<file path="src/rtl/uart_servo_multi.sv">
// UART-commanded multi-channel hobby-servo PWM generator: 8N1 receiver, frame parser, shared 20 ms frame.
// Define UART_SERVO_CKSUM_EN to require a trailing checksum byte (channel ^ position).
module uart_servo_multi #(
  parameter int CLK_HZ    = 50_000_000,
  parameter int BAUD      = 9600,
  parameter int N_CH      = 4,
  parameter int RESET_POS = 125
) (
  input  logic            clk,
  input  logic            rst,
  input  logic            rx_pin,
  output logic [N_CH-1:0] servo_pwm,
  output logic            frame_ok,
  output logic            frame_err
);

  localparam int BIT    = CLK_HZ / BAUD;
  localparam int HALF   = BIT / 2;
  localparam int BW     = $clog2(BIT + 1);
  localparam int DIV    = CLK_HZ / 1_000_000;
  localparam int DW     = $clog2(DIV + 1);
  localparam int PERIOD = 20000;
  localparam logic [7:0] N_CH_B = 8'(N_CH);
  localparam logic [7:0] RST_POS_B = 8'(RESET_POS);

  typedef enum logic [1:0] {RX_IDLE, RX_START, RX_DATA, RX_STOP} rx_state_t;
`ifdef UART_SERVO_CKSUM_EN
  typedef enum logic [2:0] {P_IDLE, P_GET_CH, P_GET_POS, P_GET_SUM, P_COMMIT} p_state_t;
`else
  typedef enum logic [2:0] {P_IDLE, P_GET_CH, P_GET_POS, P_COMMIT} p_state_t;
`endif

  logic            rx_meta_q, rx_sync_q, rx_prev_q;
  rx_state_t       rx_state_q, rx_state_d;
  logic [BW-1:0]   rx_tmr_q, rx_tmr_d;
  logic [2:0]      rx_idx_q, rx_idx_d;
  logic [7:0]      rx_shift_q, rx_shift_d;
  logic            byte_vld_q, byte_vld_d, byte_err_q, byte_err_d;

  p_state_t        p_state_q, p_state_d;
  logic [7:0]      ch_q, ch_d, pos_q, pos_d, pos_clamped;
  logic            frame_good;
`ifdef UART_SERVO_CKSUM_EN
  logic [7:0]      sum_q, sum_d;
`endif

  logic [DW-1:0]   div_q, div_d;
  logic            tick;
  logic [14:0]     cnt_q, cnt_d;
  logic [7:0]      staged_q [N_CH];
  logic [7:0]      staged_d [N_CH];
  logic [7:0]      active_q [N_CH];
  logic [7:0]      active_d [N_CH];
  logic [N_CH-1:0] pwm_q, pwm_d;

  always_ff @(posedge clk or negedge rst) begin
    if (!rst) begin
      rx_meta_q  <= 1'b1;
      rx_sync_q  <= 1'b1;
      rx_prev_q  <= 1'b1;
      rx_state_q <= RX_IDLE;
      rx_tmr_q   <= '0;
      rx_idx_q   <= '0;
      rx_shift_q <= '0;
      byte_vld_q <= 1'b0;
      byte_err_q <= 1'b0;
      p_state_q  <= P_IDLE;
      ch_q       <= '0;
      pos_q      <= '0;
`ifdef UART_SERVO_CKSUM_EN
      sum_q      <= '0;
`endif
      div_q      <= '0;
      cnt_q      <= '0;
      pwm_q      <= '0;
      for (int i = 0; i < N_CH; i++) begin
        staged_q[i] <= RST_POS_B;
        active_q[i] <= RST_POS_B;
      end
    end else begin
      rx_meta_q  <= rx_pin;
      rx_sync_q  <= rx_meta_q;
      rx_prev_q  <= rx_sync_q;
      rx_state_q <= rx_state_d;
      rx_tmr_q   <= rx_tmr_d;
      rx_idx_q   <= rx_idx_d;
      rx_shift_q <= rx_shift_d;
      byte_vld_q <= byte_vld_d;
      byte_err_q <= byte_err_d;
      p_state_q  <= p_state_d;
      ch_q       <= ch_d;
      pos_q      <= pos_d;
`ifdef UART_SERVO_CKSUM_EN
      sum_q      <= sum_d;
`endif
      div_q      <= div_d;
      cnt_q      <= cnt_d;
      pwm_q      <= pwm_d;
      staged_q   <= staged_d;
      active_q   <= active_d;
    end
  end

  // Receiver: timer is a down-counter; all sampling happens when it reaches zero.
  always_comb begin
    rx_state_d = rx_state_q;
    rx_tmr_d   = rx_tmr_q;
    rx_idx_d   = rx_idx_q;
    rx_shift_d = rx_shift_q;
    byte_vld_d = 1'b0;
    byte_err_d = 1'b0;
    case (rx_state_q)
      RX_IDLE: begin
        if (rx_prev_q && !rx_sync_q) begin
          rx_state_d = RX_START;
          rx_tmr_d   = BW'(HALF - 1);
        end
      end
      RX_START: begin
        if (rx_tmr_q != '0) rx_tmr_d = rx_tmr_q - 1'b1;
        else if (!rx_sync_q) begin
          rx_state_d = RX_DATA;
          rx_tmr_d   = BW'(BIT - 1);
          rx_idx_d   = '0;
        end else rx_state_d = RX_IDLE;
      end
      RX_DATA: begin
        if (rx_tmr_q != '0) rx_tmr_d = rx_tmr_q - 1'b1;
        else begin
          rx_shift_d = {rx_sync_q, rx_shift_q[7:1]};
          rx_tmr_d   = BW'(BIT - 1);
          if (rx_idx_q == 3'd7) rx_state_d = RX_STOP;
          else rx_idx_d = rx_idx_q + 1'b1;
        end
      end
      RX_STOP: begin
        if (rx_tmr_q != '0) rx_tmr_d = rx_tmr_q - 1'b1;
        else begin
          rx_state_d = RX_IDLE;
          byte_vld_d = rx_sync_q;
          byte_err_d = !rx_sync_q;
        end
      end
      default: rx_state_d = RX_IDLE;
    endcase
  end

  assign pos_clamped = (pos_q > 8'd250) ? 8'd250 : pos_q;
`ifdef UART_SERVO_CKSUM_EN
  assign frame_good = (ch_q < N_CH_B) && (sum_q == (ch_q ^ pos_q));
`else
  assign frame_good = (ch_q < N_CH_B);
`endif
  assign frame_ok  = (p_state_q == P_COMMIT) && frame_good;
  assign frame_err = !frame_ok && (((p_state_q == P_COMMIT) && !frame_good) || byte_err_q);

  // Parser: 0xA5 only synchronises in IDLE; inside a frame it is ordinary data.
  always_comb begin
    p_state_d = p_state_q;
    ch_d      = ch_q;
    pos_d     = pos_q;
`ifdef UART_SERVO_CKSUM_EN
    sum_d     = sum_q;
`endif
    if (p_state_q == P_COMMIT) p_state_d = P_IDLE;
    else if (byte_err_q) p_state_d = P_IDLE;
    else if (byte_vld_q) begin
      case (p_state_q)
        P_IDLE:   if (rx_shift_q == 8'hA5) p_state_d = P_GET_CH;
        P_GET_CH: begin
          ch_d      = rx_shift_q;
          p_state_d = P_GET_POS;
        end
        P_GET_POS: begin
          pos_d     = rx_shift_q;
`ifdef UART_SERVO_CKSUM_EN
          p_state_d = P_GET_SUM;
        end
        P_GET_SUM: begin
          sum_d     = rx_shift_q;
`endif
          p_state_d = P_COMMIT;
        end
        default:  p_state_d = P_IDLE;
      endcase
    end
  end

  // Staged values move to active only at the period wrap so pulses are never cut short.
  always_comb begin
    staged_d = staged_q;
    active_d = active_q;
    tick     = (div_q == '0);
    div_d    = tick ? DW'(DIV - 1) : div_q - 1'b1;
    cnt_d    = cnt_q;
    for (int i = 0; i < N_CH; i++) begin
      if (frame_ok && (ch_q == 8'(i))) staged_d[i] = pos_clamped;
    end
    if (tick) begin
      if (cnt_q == 15'(PERIOD - 1)) begin
        cnt_d    = '0;
        active_d = staged_d;
      end else cnt_d = cnt_q + 1'b1;
    end
    for (int i = 0; i < N_CH; i++) begin
      pwm_d[i] = cnt_q < (15'd1000 + {5'b0, active_q[i], 2'b00});
    end
  end

  assign servo_pwm = pwm_q;

endmodule

</file>
<file path="config.mk">
export PLATFORM = sky130hd
export DESIGN_NAME = uart_servo_multi
export DESIGN_NICKNAME = d
export VERILOG_FILES = /design/src/rtl/uart_servo_multi.sv
export SDC_FILE = /design/constraint.sdc
export NUM_CORES = 1
export LEC_CHECK = 0
export ABC_CLOCK_PERIOD_IN_PS = 2900
export BUFFER_PORTS_ARGS = -buffer_cell sky130_fd_sc_hd__buf_2
export CAP_MARGIN = 20
export CELL_PAD_IN_SITES_DETAIL_PLACEMENT = 0
export CELL_PAD_IN_SITES_GLOBAL_PLACEMENT = 1
export CORE_AREA = 2 2 145 119
export CTS_CLUSTER_SIZE = 28
export DETAILED_ROUTE_END_ITERATION = 6
export DIE_AREA = 0 0 147 121
export GPL_TIMING_DRIVEN = 0
export PLACE_DENSITY = 0.78
export SLEW_MARGIN = 20
export SYNTH_ARGS = -nofsm -noshare
export SYNTH_HDL_FRONTEND = slang
export SYNTH_SLANG_ARGS = --single-unit
</file>
<file path="constraint.sdc">
create_clock -name clk -period 2.9 [get_ports clk]
set_input_delay 0.58 -clock clk [delete_from_list [all_inputs] [get_ports clk]]
set_output_delay 0.58 -clock clk [all_outputs]
set_load 0.005 [all_outputs]
</file>
==> reports/qor.csv <==
stage,metric,value,unit
synth,Syn Area/Cell,11.87,µm²
clock_tree,Clock Latency Late Sink,0.43,ns
layout,synthesis-to-finish area growth,13.36,%
critical_path,reg-to-reg startpoint,rx_tmr_q[0]$_DFFE_PN0P_,
timing,worst slew pin tran,0.8322,ns
synth,Mapped Area,7242,µm²
synth,adder-cell share of the synthesized area,8.639,%
route,DRC viols,0,
synth,"Net Count, Synth",663,
critical_path,Worst EP required,3.20,ns
place,DP Wirelength,10470,µm
run_status,run status,"complete, no violations",
floorplan,Chip Height,121,µm
layout,most frequent cells in the layout,"dfrtp_1 (87), mux2_2 (52), dfstp_2 (51), ha_1 (50), nor2_1 (32)",
critical_path,crit path DAT,3.04,ns
route,Antenna Nets Post-Route,0,
timing,clock skew,0.01335,ns
timing,RSZ-0062 raised after global routing,no,
timing,fmax,365.4,MHz
timing,Setup TNS,0,ns
clock_tree,CTS buffer count,17,
power_and_ir_drop,"Power, Total",5.175,mW
critical_path,crit end category,flip-flop,
layout,ratio of cells with drive above 1 in the final layout,28.88,%
layout,Nets,691,
power_and_ir_drop,LEAKAGE,4.061,nW
critical_path,crit path from,rx_tmr_q[0]$_DFFE_PN0P_,
route,Detailed Routing Iterations Pass 1,5,
timing,final setup fails,0,
synth,fraction of registers with async set/reset,100.0,%
global_route,initial antenna violation count,0,
layout,# diodes,0,
route,WL final,14750,µm
floorplan,die width,147,µm
clock_tree,CTS tree,done,
synth,cells after synthesis,610,
timing,"Slew Viols, Final",0,
power_and_ir_drop,Power per Cell Area,630.4,nW/µm²
timing,endpoints failing hold,0,
floorplan,Rows,42,
power_and_ir_drop,peak supply drop,0.4492,mV
layout,final instance area,8209,µm²
clock_tree,Root Driver,clkbuf_16,
global_route,largest net degree at the start of global routing,98,
critical_path,critical path class,flip-flop to flip-flop,
synth,Main synth FF type,dfrtp_1,
job,max-cap violation count,0,
synth,Post-Synth Simple-Gate Area,11.97,%
place,global placer's final weighted congestion,0.7930,
critical_path,crit-path max FO,7,
clock_tree,clock sink count,138,
critical_path,Reg2Reg Depth,9,
synth,xor/xnor share of the synthesized area,3.870,%
layout,fin util,50.39,%
synth,"EDFF count, synth",0,
clock_tree,setup repair bufs after CTS,0,
global_route,vias in the first global route,4848,
floorplan,Core Area,16290,µm²
route,Via density,5.390,
synth,register area share after synthesis,48.57,%
route,wire per inst,16.93,µm
clock_tree,htree depth,4,
floorplan,I/O pin count,9,
synth,distinct cell type count after synthesis,55,
timing,Max-slew headroom,43.93,%
route,routed vias,4695,
global_route,total track usage,18.14,%
synth,complex-gate fraction of the synthesized area,9.330,%
global_route,first-pass GRT wire length,25250,µm
place,IO buf count,8,
floorplan,Starting Density,44.45,%
timing,crit share post-route,94.38,%
synth,"Warnings, synthesis",0,
timing,Period minus WS final,2.737,ns
synth,main combinational cell family by area after synthesis,multiplexers,
floorplan,Die ar.,17790,µm²
synth,post-synthesis register bit count,138,
min_path,Worst Hold Class,input port to asynchronous set/reset pin,
clock_tree,clock-pin slew on the worst setup and hold paths,0.06,ns
route,DRT iter0 DRCs,317,
layout,"commonest non-fill, non-tap cell in the layout",dfrtp_1,
synth,multiplexer area fraction after synthesis,14.46,%
critical_path,Startpoint Class,flip-flop,
place,Placed Area,7595,µm²
clock_tree,Max Root-Sink Buffers,2,
global_route,grt ovf,0,
path summary, 6_finish.rpt:
check                                               end  slack, ns
worst min register to register      rx_sync_q$_DFF_PN1_       0.36
worst max register to register  rx_tmr_q[2]$_DFFE_PN0P_       0.16
worst min-delay path                 div_q[2]$_DFF_PN0_       0.04
worst max-delay path            rx_tmr_q[2]$_DFFE_PN0P_       0.16
max in group asynchronous       active_q[3]$_DFFE_PN1P_       2.06
min in group clk                    rx_meta_q$_DFF_PN1_       0.26
sequential cells by signal (all words and copies together), names as in the netlist, named ones only:
name	cells
div_q	6
cnt_q	15
servo_pwm	4
rx_prev_q	1
rx_idx_q	3
staged_q	32
rx_meta_q	1
active_q	32
byte_err_q	1
ch_q	8
rx_shift_q	8
byte_vld_q	1
rx_tmr_q	13
rx_state_q	1
rx_sync_q	1
p_state_q	2
pos_q	8
cell usage after synthesis, drive strengths merged (9+ instances only):
cell type / instances / share of area (%)
inv: 25 / 1.3
dfrtp: 87 / 30
mux2i: 12 / 1.7
nand2: 30 / 1.6
nor2: 32 / 1.7
o21ai: 37 / 2.7
a21o: 17 / 1.8
ha: 50 / 8.6
mux2: 75 / 13
nor3: 20 / 1.5
nand2b: 9 / 0.78
or4: 9 / 1.0
nand3: 9 / 0.62
clkbuf: 9 / 0.47
dfstp: 51 / 19
nand4: 9 / 0.78
a211oi: 10 / 1.0
a21oi: 17 / 1.2
xnor2: 25 / 3.0
routing by layer:
| metal | part of all wire, % | vias up | track usage (%) |
|---|---|---|---|
| met4 | 1.1 | 0 | 4.627 |
| met2 | 45 | 73 | 27.67 |
| met1 | 50 | 2347 | 25.87 |
| met5 | 0 | - | 0 |
| li1 | - | 2258 | - |
| met3 | 3.5 | 17 | 4.737 |
stage by stage:
| step | cells | setup slack (ns) | hold slack [ns] |
|---|---|---|---|
| 2_1_floorplan | 610 | 0.4685 | 0.2844 |
| 3_3_place_gp | 838 | -0.5575 | 0.3483 |
| 3_5_place_dp | 839 | 0.1898 | 0.3501 |
| 4_1_cts | 871 | 0.1559 | 0.02625 |
| 5_1_grt | 871 | 0.04325 | 0.03244 |
| 6_report | 871 | 0.1630 | 0.03617 |
layout make-up:
type / count / area [µm²]
fill: 1450 / 8082
sequential: 138 / 3517
multi-input combinational: 430 / 3508
clock buffer: 18 / 439.2
tap: 220 / 275.3
clock inverter: 14 / 162.7
buffer: 17 / 135.1
inverter: 25 / 93.84
timing repair buffer: 9 / 77.57
report_power, final:
group	leakage [nW]	switching, mW	total, mW	internal, mW
sequential	1.69	0.0823	2.10	2.02
clock	0.293	0.873	2.18	1.31
combinational	2.08	0.570	0.896	0.327
total	4.06	1.52	5.17	3.65
worst max-delay path, cell delays in order, from the launching register on:
cell      delay (ns)
dfrtp_1         0.40
inv_1           0.10
ha_1            0.22
or3b_2          0.45
clkbuf_1        0.19
or4_4           0.51
buf_6           0.16
o21ai_4         0.19
nand2b_1        0.28
o21ai_0         0.11
logic make-up after synthesis:
group           Yosys count
buf+inv                  42
mux                      87
compound gates          103
fa+ha+maj                50
xor+xnor                 32
flops                   138
simple gates            158
what timing repair did:
action	in CTS	in global routing
gates resized for setup	0	2
hold buffers	0	0
endpoints found under the hold margin	0	0
endpoints found under the setup margin	0	7
Note: power is estimated with default switching activity, not from simulation.
